File: src/rtl/cobs_arb_pkg.sv
// Shared types and helpers for the COBS stream arbiter.
// Holds the arbiter state encoding, the byte width and the channel-ID helper.
// Pure declarations; no logic, so no latency or flow-control behaviour.
package cobs_arb_pkg;

  localparam int BYTE_W = 8;

  typedef enum logic [1:0] {
    IDLE    = 2'd0,
    HEADER  = 2'd1,
    PAYLOAD = 2'd2,
    DRAIN   = 2'd3
  } state_e;

  // Channel ID byte placed in front of every packet from source idx.
  function automatic logic [BYTE_W-1:0] id_byte(input logic [BYTE_W-1:0] base,
                                                 input int unsigned idx);
    return base + BYTE_W'(idx);
  endfunction

endpackage

File: src/rtl/rr_arbiter.sv
// Combinational round-robin picker over N request lines.
// Zero latency: grant is a pure function of req_i and last_i.
// No flow control; the caller decides when to sample the grant.
module rr_arbiter #(
  parameter  int N  = 2,
  localparam int IW = (N > 1) ? $clog2(N) : 1
) (
  input  logic [N-1:0]  req_i,
  input  logic [IW-1:0] last_i,
  output logic [IW-1:0] gnt_idx_o,
  output logic          gnt_vld_o
);

  logic [IW-1:0] cand;

  // Search starting just after the previous winner, wrapping at N.
  always_comb begin
    gnt_idx_o = '0;
    gnt_vld_o = 1'b0;
    cand      = '0;
    for (int k = 1; k <= N; k++) begin
      cand = IW'((int'(last_i) + k) % N);
      if (!gnt_vld_o && req_i[cand]) begin
        gnt_vld_o = 1'b1;
        gnt_idx_o = cand;
      end
    end
  end

endmodule

File: src/rtl/cobs_stream_arbiter.sv
// Packet-atomic round-robin mux of byte streams into one COBS raw-stream sink, with channel-ID header and length cap.
// One cycle from accepted source byte (or header) to m_*; two cycles of overhead per packet.
// Source ready follows the output slot; overlong packets are drained from the source with no output.
module cobs_stream_arbiter
  import cobs_arb_pkg::*;
#(
  parameter  int                 NUM_SOURCES = 2,
  parameter  int                 MAX_PKT_LEN = 254,
  parameter  logic [BYTE_W-1:0]  ID_BASE     = 8'h01,
  localparam int                 IW          = (NUM_SOURCES > 1) ? $clog2(NUM_SOURCES) : 1
) (
  input  logic                          clk,
  input  logic                          rst,
  input  logic [BYTE_W*NUM_SOURCES-1:0] s_tdata,
  input  logic [NUM_SOURCES-1:0]        s_tvalid,
  output logic [NUM_SOURCES-1:0]        s_tready,
  input  logic [NUM_SOURCES-1:0]        s_tlast,
  output logic [BYTE_W-1:0]             m_tdata,
  output logic                          m_tvalid,
  input  logic                          m_tready,
  output logic                          m_tlast,
  output logic                          m_tuser,
  output logic [IW-1:0]                 grant_idx,
  output logic                          busy
);

  localparam int CW = $clog2(MAX_PKT_LEN + 1);

  state_e            state_q, state_d;
  logic [IW-1:0]     grant_q, grant_d;
  logic [IW-1:0]     last_q, last_d;
  logic [CW-1:0]     cnt_q, cnt_d;
  logic [BYTE_W-1:0] dat_q, dat_d;
  logic              vld_q, vld_d;
  logic              lst_q, lst_d;
  logic              usr_q, usr_d;

  logic              slot_free;
  logic [IW-1:0]     arb_idx;
  logic              arb_vld;
  logic [BYTE_W-1:0] sel_dat;
  logic              sel_vld;
  logic              sel_lst;

  rr_arbiter #(.N(NUM_SOURCES)) u_rr (
    .req_i     (s_tvalid),
    .last_i    (last_q),
    .gnt_idx_o (arb_idx),
    .gnt_vld_o (arb_vld)
  );

  assign slot_free = !vld_q || m_tready;
  assign sel_dat   = s_tdata[BYTE_W*grant_q +: BYTE_W];
  assign sel_vld   = s_tvalid[grant_q];
  assign sel_lst   = s_tlast[grant_q];

  // Next-state, output slot loading and source ready for the granted stream.
  always_comb begin
    state_d  = state_q;
    grant_d  = grant_q;
    last_d   = last_q;
    cnt_d    = cnt_q;
    dat_d    = dat_q;
    vld_d    = vld_q && !m_tready;
    lst_d    = lst_q;
    usr_d    = usr_q;
    s_tready = '0;
    case (state_q)
      IDLE: begin
        if (arb_vld) begin
          grant_d = arb_idx;
          state_d = HEADER;
        end
      end
      HEADER: begin
        if (slot_free) begin
          dat_d   = id_byte(ID_BASE, 32'(grant_q));
          vld_d   = 1'b1;
          lst_d   = 1'b0;
          usr_d   = 1'b0;
          cnt_d   = '0;
          state_d = PAYLOAD;
        end
      end
      PAYLOAD: begin
        s_tready[grant_q] = slot_free;
        if (slot_free && sel_vld) begin
          dat_d = sel_dat;
          vld_d = 1'b1;
          lst_d = sel_lst;
          usr_d = 1'b0;
          cnt_d = cnt_q + CW'(1);
          if (sel_lst) begin
            last_d  = grant_q;
            state_d = IDLE;
          end else if (cnt_q == CW'(MAX_PKT_LEN - 1)) begin
            // Limit hit without tlast: close the frame as bad, swallow the rest.
            lst_d   = 1'b1;
            usr_d   = 1'b1;
            state_d = DRAIN;
          end
        end
      end
      DRAIN: begin
        s_tready[grant_q] = 1'b1;
        if (sel_vld && sel_lst) begin
          last_d  = grant_q;
          state_d = IDLE;
        end
      end
      default: state_d = IDLE;
    endcase
  end

  // State and output register update with synchronous reset.
  always_ff @(posedge clk) begin
    if (rst) begin
      state_q <= IDLE;
      grant_q <= '0;
      last_q  <= IW'(NUM_SOURCES - 1);
      cnt_q   <= '0;
      dat_q   <= '0;
      vld_q   <= 1'b0;
      lst_q   <= 1'b0;
      usr_q   <= 1'b0;
    end else begin
      state_q <= state_d;
      grant_q <= grant_d;
      last_q  <= last_d;
      cnt_q   <= cnt_d;
      dat_q   <= dat_d;
      vld_q   <= vld_d;
      lst_q   <= lst_d;
      usr_q   <= usr_d;
    end
  end

  assign m_tdata   = dat_q;
  assign m_tvalid  = vld_q;
  assign m_tlast   = lst_q;
  assign m_tuser   = usr_q;
  assign grant_idx = grant_q;
  assign busy      = (state_q != IDLE);

endmodule
File: config.mk
export PLATFORM = sky130hd
export DESIGN_NAME = cobs_stream_arbiter
export DESIGN_NICKNAME = d
export VERILOG_FILES = /design/src/rtl/cobs_arb_pkg.sv /design/src/rtl/rr_arbiter.sv /design/src/rtl/cobs_stream_arbiter.sv
export SDC_FILE = /design/constraint.sdc
export NUM_CORES = 1
export LEC_CHECK = 0
export BUFFER_PORTS_ARGS = -buffer_cell sky130_fd_sc_hd__buf_2
export CAP_MARGIN = 30
export CORE_ASPECT_RATIO = 0.75
export CORE_MARGIN = 5
export CORE_UTILIZATION = 58
export CTS_BUF_LIST = sky130_fd_sc_hd__clkbuf_2
export CTS_CLUSTER_SIZE = 40
export DETAILED_ROUTE_END_ITERATION = 10
export PLACE_DENSITY = 0.87
export SLEW_MARGIN = 10
export SYNTH_ARGS = -nofsm -noshare
export SYNTH_HDL_FRONTEND = slang
export SYNTH_SLANG_ARGS = --single-unit
export TNS_END_PERCENT = 1
File: constraint.sdc
create_clock -name clk -period 4.97 [get_ports clk]
set_input_delay 0.2485 -clock clk [delete_from_list [all_inputs] [get_ports clk]]
set_output_delay 0.2485 -clock clk [all_outputs]
set_load 0.05 [all_outputs]
======== Yosys cells after proc, flatten, opt, wreduce, memory -nomap -nowiden ========
Cells that the tools add are included.
Widths: inputs -> output; s select.
word-level totals
  bits in registers ....................... 23
  input port bits ......................... 23
  output and inout bits ................... 15
  word-level logic and storage cells ...... 88
operators by class
  add/sub/neg operators ................... 4
  magnitude comparators ................... 4
  equal/unequal tests ..................... 10
  shift operators ......................... 1
  multiplexer cells ....................... 43
  bitwise operators ....................... 1
  reductions and logical operators ........ 17
operator list
  operator             number
  $mux 8               4
  $pmux 8 s2           2
  $mux 1               24
  $shiftx 16x5->8      1
  $mux 2               6
  $ne 2x2->1 const B   5
  $add 8x1->8 const B  1
  $eq 8x8->1 const B   1
  $pmux 1 s2           4
  $pmux 2 s4           1
  $lt 1x2->1 const B   3
  $reduce_bool 2->1    3
  $logic_and 1x1->1    5
  $reduce_and 5->1     1
  $eq 2x2->1 const B   2
  $pmux 2 s2           1
  $reduce_and 4->1     1
  $logic_not 1->1      3
  $ne 3x3->1 const B   1
  $reduce_and 3->1     1
  $add 1x1->1 const B  2
  $add 1x1->2 const A  1
  $and 2x2->2          1
  $eq 2x1->1 const B   1
  5 further kinds      5

======== Depth between registers and ports, before layout ========
  depth in word-level cells ............... 9
  gate-level depth with buffers ........... 8
  gate-level depth less buffers ........... 6

======== Modules after synthesis ========
From an unflattened synthesis, not the netlist that was laid out.
second synthesis, totals
  cell total of the unflattened synthesis .. 145
  area, all modules ....................... 1247.4 um^2
modules (own cells, without submodules)
  module               times used  cells an instance  area each (um^2)  sequential area each (um^2)
  cobs_stream_arbiter  1           143                1233.7            460.4
  rr_arbiter           1           2                  13.8              0.0

======== Worst setup path after synthesis ========
Ideal clock, no wire load.
  kind .................................... reg-to-output
  from .................................... register grant_q, in the netlist grant_idx
  to ...................................... output s_tready[1]
  data arrival time ....................... 1989 ps
  required time ........................... 4722 ps
  setup slack ............................. 2733 ps
  cell stages (with the launch flop) ...... 4
  buffers on the path ..................... 2
  cell sequence ........................... dfxtp_1 > buf_2 > buf_1 > nor2b_1
on the way
  longest elaborated chain between the ends .. 6
  elaborated cells between the ends (all ways) .. 7
  those cells by class .................... order compare: 2; mux: 3; bitwise: 1; reduce/logical: 1
ends and longest elaborated chain
  item                                                                   line                                                   text
  start, declared                                                        cobs_stream_arbiter.sv:30                              logic [IW-1:0] grant_q, grant_d;
  start signal, assigned                                                 cobs_stream_arbiter.sv:128                             grant_q <= grant_d;
  $lt 1x2->1 (implied by the code) / $ge 1x1->1 (equally long branches)  cobs_stream_arbiter.sv:86, cobs_stream_arbiter.sv:105
  $logic_and 1x1->1 (implied by the code)                                cobs_stream_arbiter.sv:86, cobs_stream_arbiter.sv:105
  $mux 1 (implied by the code)                                           cobs_stream_arbiter.sv:86, cobs_stream_arbiter.sv:105
  $demux 1 s1 (*)                                                        cobs_stream_arbiter.sv:86, cobs_stream_arbiter.sv:105
  $and 2x2->2 (no source line)                                           -
  $pmux 2 s2 (*)                                                         cobs_stream_arbiter.sv:68                              case (state_q)
  end, declared                                                          cobs_stream_arbiter.sv:16                              output logic [NUM_SOURCES-1:0] s_tready,
Every way passes the cells marked *; elsewhere a longest branch is shown, timed or not.

======== Final worst setup path ========
  from .................................... register state_q[0]
  to ...................................... output s_tready[1]
on the way
  longest elaborated chain between the ends .. 2
  elaborated cells between the ends (all ways) .. 3
  those cells by class .................... eq/ne: 2; mux: 1
ends and longest elaborated chain
  item                    line                        text
  start, declared         cobs_stream_arbiter.sv:29   state_e state_q, state_d;
  start signal, assigned  cobs_stream_arbiter.sv:127  state_q <= state_d;
  $eq 2x2->1              cobs_stream_arbiter.sv:68
  $pmux 2 s2 (*)          cobs_stream_arbiter.sv:68
Marked as above.

==> results list <==
- Filler Cells Inserted: 199
- Dividing total power by cell area gives a power density of between 400 and 500 mW/mm2.
- Broken down by cell family, the worst path's largest delay share belongs to buffers and inverters.
* DR DRC count: 0
- Sequential-to-total area share from yosys stat: 0.339
* Share of cells above drive strength 1: 0.251
* N_diodes: 0
- Routed vias/inst: 6.23
- Relative slew slack: 0.494
- Crit Reg-Reg Endpoint: cnt_q[6]
- Syn nets: 194
- Die X-Extent: around 66 um
* Startpoint type of the worst setup path: flip-flop
- Wires add up to 3600 um.
* Initial core utilization: 0.599
- Critical path capture point type: primary output
- # setup viols final: 0
- CTS Sinks: 23
- After clock tree synthesis, the clock-pin slew on the worst setup and hold paths is around 0.24 ns.
- # port buffers: 37
- Count of endpoints failing hold in the final timing report: 0
* Crit Path Class: flip-flop to primary output
* Actual transition at the worst max-transition pin: 0.758 ns
- Final standard cell area without fillers: 0.00156 mm2
- The critical path ends at s_tready[1].
- For this run the aggregate overflow at the end of global routing stands at 0.
- Across the whole layout, storage elements account for 460 um2.
* Worst endpoint data arrival time: around 2.2 ns
- The later pin in the worst-skew pair is clocked with a latency of 0.35 ns.
- Together, buffers and inverters on the worst path number 3.
- The floorplan has 15 rows.
- In the finished design, the share of the clock period the worst path needs comes to 0.499.
- The clock arrives with 0.0172 ns of skew.
- Yosys mapped the design onto 40 distinct sky130hd cell types.
* Max Cap Violations: 0
* Top area cells in the synthesized netlist: dfxtp_1, a21oi_1, ha_1, mux2_2, o21ai_0
- Static timing analysis puts the maximum clock frequency at 403 MHz.
- Data required time of the worst path: 4.72 ns
* Bufs on Longest Clock Path: 2
- The worst register-to-register path begins at grant_idx.
* Area of the multi-input gates: just over 800 um2
* Detailed-placement wirelength estimate: 2630 um
* Tmin final: 2.48 ns
- After technology mapping, the gate count stands at 165.
* Total via count after detailed routing: 1426
- A synthesized cell averages 8.24 um2.
* #FFs+latches synth: 23
- Across the VDD grid, the largest voltage drop is between 0.2 and 0.25 mV.
- In this run, the number of DRC markers left after iteration 0 of detailed routing was 97.
- Walking the worst path, the cells encountered are inv_1 -> ha_1 -> inv_1 -> nor2_1 -> nor2_1 -> nor2b_1 -> buf_2.
- Synth Cell Area: between 0.001 and 0.0015 mm2
- During synthesis, Yosys emitted a total of 0 warnings.
- The worst register-to-register path has a depth of 4.
* Total clock buffers created by CTS: 3
- WL per Instance: 15.7 um
- Buffer cell driving the clock tree root: clkbuf_2
- In this run the count of I/O pins placed on the die edge is 38.
- Hold_buf cts: 0
* Number of standard cells in the layout, taps in and fillers out: 229
- Launching instance or port of the critical path: state_q[0]
- Relative area change from synthesis to final layout: 14.6%
- Wire length of the first global-routing pass: around 6000 um
- The number of global-route vias before repair was 1358.
* Result of the run: complete, no violations
- Register-to-register setup slack: 2.78 ns
- The total count of max-transition violations in the final report is 0.
* Total power after layout: 0.000757 W
- Placement-stage cell area: about 0.0015 mm2
* Final weighted congestion in routability-driven placement: 0.787
- Critical path's largest stage delay: between 0.5 and 0.6 ns
- Fin nets: 225
- Of all nets on the critical path, the largest fanout is 18.
* Critical path's slowest cell: ha_1
- Logic depth of the worst setup path including buffers: 7
- Setup total negative slack on the finished layout was measured at 0 ns.
- In this run the vertical extent of the chip is 51.9 um.
* Leading area contributor after synthesis: dfxtp_1
- In the global route stage, overall resource usage came out at 0.216.
- Placeable Area: 0.00227 mm2
- Number of antenna-violating nets in the routed design: 0
* Die Area: 0.00342 mm2
* Largest net degree at the start of global routing: 25
* Setup Buffers After CTS: 0
- The share of synthesized area in the top cell type comes to 0.339.
- Setup repair after global routing missed its margin: no
* Number of instances in the placed design: roughly 230
- Clock tree from TritonCTS: yes
* H-tree depth: 1
- For this run, the detailed router's first-pass iteration total came to 4.
* Initial antenna violation count: 0
* Hold WC Path Type: primary input to flip-flop
* Post-CTS Resized: 0
- P_leak: 0.614 nW
* Min Hold Slack: 0.238 ns
==> final cells by class <==
class | count | share of cell area
Timing Repair Buffer | 38 | 0.124
Inverter | 7 | 0.0169
Sequential cell | 23 | 0.295
Multi-Input combinational cell | 123 | 0.524
Tap cell | 34 | 0.0273
Clock inverter | 1 | 0.00321
Clock buffer | 3 | 0.00963
==> worst min-delay path by stage <==
stage	startpoint	depth (start not counted)	endpoint
2_1_floorplan	s_tvalid[1]	2	grant_idx
3_3_place_gp	last_q	2	last_q
3_5_place_dp	last_q	2	last_q
4_1_cts	s_tvalid[1]	3	grant_idx
5_1_grt	s_tvalid[1]	3	grant_idx
6_report	rst	2	m_tvalid
==> state kept, by name, indices dropped and copies added (netlist names) <==
name / cells
m_tuser: 1
m_tvalid: 1
cnt_q: 8
m_tdata: 8
m_tlast: 1
grant_idx: 1
state_q: 2
last_q: 1
==> layout by cell type (no fill, tap or decap), drive strengths merged, types with 2 or more instances in the layout <==
master and instances:
a21boi 2, a21oi 21, a311oi 2, a31oi 2, a32oi 2, a41oi 2, buf 38, clkbuf 3
dfxtp 23, ha 6, inv 7, mux2 6, mux2i 4, nand2 10, nand2b 2, nand3 4
nand4 8, nand4b 2, nor2 9, nor2b 3, nor3 3, o21ai 11, o31ai 4, or4 6
==> routing by layer <==
layer  up-vias  GRT usage  wire length (um)
met1       662      0.255              1480
li1        677          -                 -
met3         8     0.0626               276
met2        79      0.369              1810
met5         -          0                 0
met4         0     0.0793                42
==> power by group <==
group	switching, W	internal (W)	leakage [nW]
clock network	0.0000596	0.0000183	0.0164
registers	0.0000361	0.000215	0.187
logic	0.000304	0.000124	0.411
==> synth_stat cells (all sizes together) <==
| master | count |
|---|---|
| dfxtp | 23 |
| a21oi | 21 |
| o21ai | 11 |
| nand2 | 10 |
| nor2 | 9 |
| nand4 | 8 |
| buf | 7 |
| inv | 7 |
| ha | 6 |
| mux2 | 6 |
| or4 | 6 |
| clkbuf | 5 |
| mux2i | 4 |
| nand3 | 4 |
| o31ai | 4 |
| nor2b | 3 |
| nor3 | 3 |
| a21boi | 2 |
| a311oi | 2 |
| a31oi | 2 |
| a32oi | 2 |
| a41oi | 2 |
| nand2b | 2 |
| nand4b | 2 |
| a21o | 1 |
| a221oi | 1 |
| and2 | 1 |
| and3 | 1 |
| and3b | 1 |
| and4 | 1 |
| nand3b | 1 |
| nor3b | 1 |
| nor4 | 1 |
| nor4b | 1 |
| o211ai | 1 |
| o21a | 1 |
| o41ai | 1 |
| or3 | 1 |
==> cells by family after synthesis <==
kind of cell / share of synthesized area
flops: 0.339
mux: 0.0791
fa+ha+maj: 0.0552
simple gates: 0.233
buf+inv: 0.0607
compound gates: 0.234
==> worst register-to-register path: stages, from the launching register on <==
cell and delay, ns:
dfxtp_1 0.87, mux2i_1 0.26, o21a_4 0.33, or4_1 0.54, mux2i_1 0.13
==> per-stage QoR <==
step,worst slack (ns),util
global placement,2.92,0.678
finish,2.49,0.687
global route,2.30,0.687
detailed placement,2.83,0.678
CTS,2.52,0.687
floorplan,2.73,-
Power figures use the tool's default switching activity.
